<file path="src/rtl/frame_fetch_pkg.sv">
// Shared definitions for the frame-fetch top level: scheduler state encoding
// and the default frame geometry expressed in 256-bit pixel-group beats.
package frame_fetch_pkg;

  localparam int FRAME_W_PX       = 640;
  localparam int FRAME_H_PX       = 480;
  localparam int BEAT_BITS        = 256;
  localparam int PIXEL_BITS       = 8;
  localparam int PX_PER_PG        = BEAT_BITS / PIXEL_BITS;
  localparam int FRAME_PG_NUM_DEF = (FRAME_W_PX * FRAME_H_PX) / PX_PER_PG;

  typedef enum logic [1:0] {
    ST_IDLE  = 2'd0,
    ST_GRANT = 2'd1,
    ST_LOAD  = 2'd2
  } sched_state_e;

endpackage

</file>
<file path="src/rtl/frame_dispatch_scheduler_rr_arbiter.sv">
// Combinational round-robin picker: returns the first requesting index at or
// after ptr, wrapping modulo N.
module rr_arbiter #(
  parameter int N = 4,
  parameter int W = (N > 1) ? $clog2(N) : 1
) (
  input  logic [N-1:0] req,
  input  logic [W-1:0] ptr,
  output logic         gnt_valid,
  output logic [W-1:0] gnt_idx
);

  logic [W:0] w_sum;
  logic [W:0] w_idx;

  // Walk from the farthest offset back to ptr so the nearest request wins
  always_comb begin
    gnt_valid = 1'b0;
    gnt_idx   = '0;
    w_sum     = '0;
    w_idx     = '0;
    for (int i = N - 1; i >= 0; i--) begin
      w_sum = {1'b0, ptr} + (W + 1)'(i);
      w_idx = (w_sum >= (W + 1)'(N)) ? (w_sum - (W + 1)'(N)) : w_sum;
      if (req[w_idx[W-1:0]]) begin
        gnt_valid = 1'b1;
        gnt_idx   = w_idx[W-1:0];
      end else begin
        gnt_valid = gnt_valid;
      end
    end
  end

endmodule

</file>
<file path="src/rtl/frame_dispatch_scheduler.sv">
// Grants idle image-processor lanes to the upstream frame source one frame at
// a time, monitors the frame's beats for framing errors and tracks lane busy.
module frame_dispatch_scheduler
  import frame_fetch_pkg::*;
#(
  parameter int IP_AMT       = 4,
  parameter int IP_ADDR_W    = (IP_AMT > 1) ? $clog2(IP_AMT) : 1,
  parameter int FRAME_PG_NUM = FRAME_PG_NUM_DEF,
  parameter int PG_CNT_W     = $clog2(FRAME_PG_NUM + 1)
) (
  input  logic                 s_aclk,
  input  logic                 s_aresetn,
  input  logic                 dest_req_i,
  output logic                 dest_gnt_o,
  output logic [IP_ADDR_W-1:0] dest_id_o,
  input  logic [IP_ADDR_W-1:0] s_tdest_i,
  input  logic                 s_tlast_i,
  input  logic                 s_tvalid_i,
  input  logic                 s_tready_i,
  input  logic [IP_AMT-1:0]    frame_complete_i,
  output logic [IP_AMT-1:0]    ip_busy_o,
  output logic                 loading_o,
  output logic                 err_short_o,
  output logic                 err_long_o,
  output logic                 err_dest_o,
  input  logic                 err_clr_i
);

  sched_state_e         r_state;
  sched_state_e         w_state_nxt;
  logic                 r_gnt;
  logic                 r_loading;
  logic [IP_ADDR_W-1:0] r_dest_id;
  logic [IP_ADDR_W-1:0] r_last_grant;
  logic [IP_AMT-1:0]    r_busy;
  logic [PG_CNT_W-1:0]  r_cnt;
  logic                 r_err_short;
  logic                 r_err_long;
  logic                 r_err_dest;

  logic [IP_ADDR_W-1:0] w_ptr;
  logic                 w_arb_valid;
  logic [IP_ADDR_W-1:0] w_arb_idx;
  logic [IP_AMT-1:0]    w_busy_set;
  logic                 w_take;
  logic                 w_beat;
  logic                 w_last_beat;
  logic                 w_end;
  logic                 w_set_short;
  logic                 w_set_long;
  logic                 w_set_dest;

  rr_arbiter #(
    .N (IP_AMT),
    .W (IP_ADDR_W)
  ) u_arb (
    .req       (~r_busy),
    .ptr       (w_ptr),
    .gnt_valid (w_arb_valid),
    .gnt_idx   (w_arb_idx)
  );

  assign w_busy_set = w_take ? (IP_AMT'(1) << w_arb_idx) : '0;

  // Search pointer starts one past the most recently granted lane
  always_comb begin
    if (r_last_grant == IP_ADDR_W'(IP_AMT - 1)) begin
      w_ptr = '0;
    end else begin
      w_ptr = r_last_grant + IP_ADDR_W'(1);
    end
  end

  // Scheduler state register
  always_ff @(posedge s_aclk or negedge s_aresetn) begin
    if (!s_aresetn) begin
      r_state <= ST_IDLE;
    end else begin
      r_state <= w_state_nxt;
    end
  end

  // Next state plus grant / framing-error strobes
  always_comb begin
    w_state_nxt = r_state;
    w_take      = 1'b0;
    w_end       = 1'b0;
    w_set_short = 1'b0;
    w_set_long  = 1'b0;
    w_set_dest  = 1'b0;
    w_beat      = s_tvalid_i & s_tready_i;
    w_last_beat = (r_cnt == PG_CNT_W'(FRAME_PG_NUM - 1));
    case (r_state)
      ST_IDLE: begin
        if (dest_req_i && w_arb_valid) begin
          w_take      = 1'b1;
          w_state_nxt = ST_GRANT;
        end else begin
          w_state_nxt = ST_IDLE;
        end
      end
      ST_GRANT: begin
        w_state_nxt = ST_LOAD;
      end
      ST_LOAD: begin
        if (w_beat) begin
          w_set_dest = (s_tdest_i != r_dest_id);
          if (w_last_beat) begin
            w_set_long = ~s_tlast_i;
            w_end      = 1'b1;
          end else if (s_tlast_i) begin
            w_set_short = 1'b1;
            w_end       = 1'b1;
          end else begin
            w_end = 1'b0;
          end
        end else begin
          w_end = 1'b0;
        end
        w_state_nxt = w_end ? ST_IDLE : ST_LOAD;
      end
      default: begin
        w_state_nxt = ST_IDLE;
      end
    endcase
  end

  // Registered outputs, lane bookkeeping, beat counter and sticky errors
  always_ff @(posedge s_aclk or negedge s_aresetn) begin
    if (!s_aresetn) begin
      r_gnt        <= 1'b0;
      r_loading    <= 1'b0;
      r_dest_id    <= '0;
      r_last_grant <= IP_ADDR_W'(IP_AMT - 1);
      r_busy       <= '0;
      r_cnt        <= '0;
      r_err_short  <= 1'b0;
      r_err_long   <= 1'b0;
      r_err_dest   <= 1'b0;
    end else begin
      r_gnt     <= (w_state_nxt == ST_GRANT);
      r_loading <= (w_state_nxt == ST_LOAD);
      r_busy    <= (r_busy & ~frame_complete_i) | w_busy_set;
      if (w_take) begin
        r_dest_id    <= w_arb_idx;
        r_last_grant <= w_arb_idx;
      end
      // Counter is parked at zero outside a load so stray beats never count
      if ((r_state == ST_GRANT) || w_end) begin
        r_cnt <= '0;
      end else if ((r_state == ST_LOAD) && w_beat) begin
        r_cnt <= r_cnt + PG_CNT_W'(1);
      end
      r_err_short <= w_set_short | (r_err_short & ~err_clr_i);
      r_err_long  <= w_set_long  | (r_err_long  & ~err_clr_i);
      r_err_dest  <= w_set_dest  | (r_err_dest  & ~err_clr_i);
    end
  end

  assign dest_gnt_o  = r_gnt;
  assign dest_id_o   = r_dest_id;
  assign ip_busy_o   = r_busy;
  assign loading_o   = r_loading;
  assign err_short_o = r_err_short;
  assign err_long_o  = r_err_long;
  assign err_dest_o  = r_err_dest;

endmodule

</file>
<file path="config.mk">
export PLATFORM = sky130hd
export DESIGN_NAME = frame_dispatch_scheduler
export DESIGN_NICKNAME = d
export VERILOG_FILES = /design/src/rtl/frame_fetch_pkg.sv /design/src/rtl/frame_dispatch_scheduler_rr_arbiter.sv /design/src/rtl/frame_dispatch_scheduler.sv
export SDC_FILE = /design/constraint.sdc
export NUM_CORES = 1
export LEC_CHECK = 0
export CORE_UTILIZATION = 30
export DETAILED_ROUTE_END_ITERATION = 10
export GPL_TIMING_DRIVEN = 0
export MAX_ROUTING_LAYER = met4
export PLACE_DENSITY = 0.51
export SLEW_MARGIN = 20
export SYNTH_ARGS = -nofsm -noshare
export SYNTH_HDL_FRONTEND = slang
export SYNTH_HIERARCHICAL = 1
export SYNTH_SLANG_ARGS = --single-unit
export TNS_END_PERCENT = 10
</file>
<file path="constraint.sdc">
create_clock -name s_aclk -period 2.2 [get_ports s_aclk]
set_input_delay 0.33 -clock s_aclk [delete_from_list [all_inputs] [get_ports s_aclk]]
set_output_delay 0.33 -clock s_aclk [all_outputs]
set_load 0.1 [all_outputs]
</file>
**Word-level counts from Yosys, hierarchy flattened**

Cells that the tools add are included.
Widths: inputs -> output; s select.

- Flip-flop bits (word level): 29
- Word-level logic and storage cells: 95

- Shift operators: 1
- Multiplexer cells: 42
- Add/sub/neg operators: 9
- Equal/unequal tests: 7
- Reductions and logical operators: 5
- $lt $le $gt $ge: 8
- Bitwise operators: 13

Operators by type and width:

| cell | count |
|---|---|
| $mux 14 | 2 |
| $mux 1 | 24 |
| $mux 2 | 10 |
| $add 14x1->14 const B | 1 |
| $eq 14x14->1 const B | 1 |
| $lt 2x3->1 const B | 4 |
| $ge 3x3->1 const B | 3 |
| $bmux 1 s2 | 4 |
| $not 4->4 | 2 |
| $sub 2x1->2 const B | 4 |
| $add 2x2->3 const B | 2 |
| $eq 2x2->1 const B | 3 |
| $pmux 2 s3 | 1 |
| $and 1x1->1 | 4 |
| $and 4x4->4 | 1 |
| $eq 2x1->1 const B | 2 |
| $mux 4 | 1 |
| $or 4x4->4 | 1 |
| $shl 1x2->4 const A | 1 |
| $add 2x1->3 const B | 1 |
| $ge 2x3->1 const B | 1 |
| $or 1x1->1 | 3 |
| $add 2x1->2 const B | 1 |
| $logic_and 1x1->1 | 2 |
| 5 further kinds | 6 |

**Depth between registers and ports, before layout**

- Depth after elaboration: 16
- Gate-level depth with buffers: 7

**Hierarchy**

Netlist, hierarchy kept.

Modules (own cells, without submodules):

| module | area each (sq um) | cells each | sequential area each (sq um) | times used |
|---|---|---|---|---|
| frame_dispatch_scheduler | 1,370.1 | 133 | 728.2 | 1 |
| rr_arbiter | 77.6 | 13 | 0.0 | 1 |

**Least setup slack after synthesis**

Ideal clock, no wire load.

- Kind: register -> register
- Start point: reg r_busy[3] (netlist: ip_busy_o[3])
- End point: reg r_busy[0] (netlist: ip_busy_o[0])
- Period minus slack after synthesis: 1.948 ns
- Data arrival time: 1.847 ns
- Cell stages (with the launch flop): 6
- Data required time: 2.099 ns
- Slack: 0.252 ns
- Cell sequence: dfrtp_1 > inv_1 > nand2b_1 > a211oi_1 > nor2_1 > o32ai_1

RTL lines:

| item | line | source |
|---|---|---|
| from (decl) | frame_dispatch_scheduler.sv:35 | `logic [IP_AMT-1:0] r_busy;` |
| from (signal assigned) | frame_dispatch_scheduler.sv:143 | `r_busy <= (r_busy & ~frame_complete_i) \| w_busy_set;` |
| $not 4->4 (*) | frame_dispatch_scheduler.sv:57 | `.req (~r_busy),` |
| $bmux 1 s2 | frame_dispatch_scheduler_rr_arbiter.sv:25 | `if (req[w_idx[W-1:0]]) begin` |
| $mux 1 (not written as such) | frame_dispatch_scheduler_rr_arbiter.sv:25 |  |
| $mux 2 (3 in series) | frame_dispatch_scheduler_rr_arbiter.sv:25 |  |
| $mux 2 (*) | frame_dispatch_scheduler_rr_arbiter.sv:25 |  |
| named net w_arb_idx[1] | frame_dispatch_scheduler.sv:43 | `logic [IP_ADDR_W-1:0] w_arb_idx;` |
| $shl 1x2->4 (*) | frame_dispatch_scheduler.sv:63 | `assign w_busy_set = w_take ? (IP_AMT'(1) << w_arb_idx) : '0;` |
| $mux 4 (*) | frame_dispatch_scheduler.sv:63 |  |
| $or 4x4->4 (*) | frame_dispatch_scheduler.sv:143 |  |

Mark *: on every way through the listed nets, which the timed path passes. The rest lies on a longest branch. The select of a mux whose other input is x is not followed.
A chain may end at the register's enable or synchronous reset.

**Final worst setup path**

- Start point: reg r_dest_id[1] (netlist: dest_id_o[1])
- End point: out dest_id_o[1]

RTL lines:

| item | line | source |
|---|---|---|
| from (decl) | frame_dispatch_scheduler.sv:33 | `logic [IP_ADDR_W-1:0] r_dest_id;` |
| from (signal assigned) | frame_dispatch_scheduler.sv:145 | `r_dest_id <= w_arb_idx;` |
| to (decl) | frame_dispatch_scheduler.sv:15 | `output logic [IP_ADDR_W-1:0] dest_id_o,` |

No word-level cell between the ends.

==> results.txt <==
Outcome: completed
Startpoint Class: flop
Root buf cell: clkbuf_8
Fmax achieved: 464 MHz
DR pass1 iterations: 4
Rows: 24
Initial antenna violation count: 0
H-tree levels: 2
Layout area overhead: 28.3%
Worst-Skew Late Latency: 290 ps
Drt drc: 0
Grt ovf: 0
Min Tclk post-route: 2150 ps
Cts repair resizes: 0
Max-slew headroom: 0.349
Starting Density: 0.321
Area of the multi-input gates: 654 um2
Synthesized Nets: 161
Post-CTS Setup Repair Bufs: 0
Final period util: 0.979
R2r setup slk: 460 ps
Main synth FF type: dfrtp_1
Flops & latches, synth: 29
Syn avg cell area: 9.92 um2
Async SR Flop Fraction: 1.00
Ant diodes: 0
P_leak: 0.832 nW
Worst path max stage delay: 1150 ps
CP Data Required Time: 1870 ps
Slew Viols, Final: 0
Hold_buf cts: 0
Vias per cell: 5.15
Register area share after synthesis: 0.503
Maxcap violations: 0
Final Power: 2.33 mW
Die ar.: 5110 um2
Total GRT Usage: 0.147
Cell count after synthesis: 146
DR WL/cell: 13.5 um
Largest net degree at the start of global routing: 30
Fin. Hold Viols: 0
Worst VDD drop: 0.00113 V
Post-route ant nets: 0
Power per cell area: 1250 nW/um2
Die H: 71.5 um
Port Buffers: 23
Crit Path Class: flop to primary output
Final setup viols: 0
HPWL after DPL: 2210 um
Die W: 71.5 um
Final instance area: 1860 um2
Worst Path Arrival: 1820 ps
Final wirelength: 3090 um
Via count: 1,180
Vias in the first global route: 1,182
Initial DRC Count: 26
Crit-path cells: clkdlybuf4s50_1
Final core occ: 0.413
Core area: 4500 um2
Synth cell count leaders: dfrtp_1, nand2_1, nor2_1, inv_1, o21ai_0
Slowest CP cell: clkdlybuf4s50_1
Clk sink count: 29
Top-level port count: 24
RSZ-0062 raised after global routing: no
CP top delay family: buffers and inverters
Top cell type's share of synthesized area: 0.467
Synth area leader: dfrtp_1
Setup Skew: 8.73 ps
Post-synth EDFFs: 0
Synth area leaders: dfrtp_1, nand2_1, xor2_1
Critical path endpoint category: primary output
CTS tree: yes
Register Area: 728 um2
CTS Buf Count: 5
Filler cells: 456
# nets final: 191
Worst-Margin Slew: 974 ps
Share of cells above drive strength 1: 0.130
Count leader, synth: dfrtp_1
Clock buffer depth: 2
Worst-path clk slew: 70 ps
Synth Cell Area: 1450 um2
Yosys cell types: 32
Placer Congestion: 0.764
Number of warnings issued by yosys: 6
Setup_tns: 0 ps
Crit path max fanout: 3
Area after DPL: 1740 um2
Buf/Inv on CP: 1
First-pass GRT wire length: 5450 um
Hold WC Path Type: input port to asynchronous set/reset pin
==> final timing paths <==
| kind | from | end | depth (start not counted) |
|---|---|---|---|
| min reg2reg | r_last_grant[1] | r_last_grant[1] | 2 |
| max reg2reg | r_last_grant[0] | ip_busy_o[2] | 6 |
| max in group asynchronous | s_aresetn | r_cnt[5] | 1 |
| max | dest_id_o[1] | dest_id_o[1] | 1 |
| min in group s_aclk | r_last_grant[1] | r_last_grant[1] | 2 |
| min | s_aresetn | r_cnt[12] | 1 |
==> logic make-up after synthesis <==
kind of cell / count (synthesis) / synth area share
adders and majority gates: 2 / 0.0173
AOI/OAI and AO/OA: 25 / 0.113
muxes: 1 / 0.00691
and+or+nand+nor: 66 / 0.254
xor gates and xnor gates: 10 / 0.0605
DFF: 29 / 0.503
buffers and inverters: 13 / 0.0449
==> per-layer routing <==
metal / part of all wire / wire length (um) / global-route usage
met1: 0.45 / 1400 / 0.165
met2: 0.48 / 1500 / 0.236
met3: 0.043 / 132 / 0.0591
met4: 0.020 / 63 / 0.0566
met5: 0 / 0 / -
==> cell type report <==
cell class / instances / share of cell area
Buffer: 3 / 0.0148
Clock buffer: 6 / 0.0444
Clock inverter: 2 / 0.0202
Inverter: 10 / 0.0202
Multi-Input combinational cell: 104 / 0.352
Sequential cell: 29 / 0.392
Tap cell: 52 / 0.0350
Timing Repair Buffer: 23 / 0.121
==> power by group <==
group | switching, mW | internal [mW] | total [mW] | leakage [nW]
combinational | 0.730 | 0.290 | 1.02 | 0.388
clock | 0.224 | 0.368 | 0.592 | 0.0574
sequential | 0.0644 | 0.650 | 0.715 | 0.386
==> cell usage in the layout, fill, tap and decap left out, types with 2 or more instances in the layout <==
cell and instances:
xnor2_1 2, nand4_4 2, xor2_1 8, o21ai_0 10, nand4_1 4, dfrtp_1 27
clkbuf_8 6, nor2_1 14, buf_2 2, inv_1 10, o22ai_1 2, and3_1 2
and4bb_2 2, buf_6 2, dfstp_2 2, ha_1 2, a21oi_1 6, nand2_1 20
o32ai_1 2, or3_1 5, clkdlybuf4s50_1 22, nand2b_1 3, nand3_1 9
==> stage by stage <==
| stage | hold WS (ps) | std cells | setup slack, ps |
|---|---|---|---|
| after detailed placement | 418 | 221 | 315 |
| after CTS | 104 | 229 | 27.3 |
| after global placement | 452 | 221 | 260 |
| after global routing | 132 | 229 | 7.72 |
| final | 73.7 | 229 | 45.5 |
| after floorplan | 34.4 | 146 | 252 |
==> state kept, by name, indices dropped and copies added, names as in the netlist <==
signal and flops:
r_cnt 14, ip_busy_o 4, dest_id_o 2, r_last_grant 2
r_state 2, dest_gnt_o 1, err_dest_o 1, err_long_o 1
err_short_o 1, loading_o 1
No activity file was read; power rests on OpenSTA's default activity.
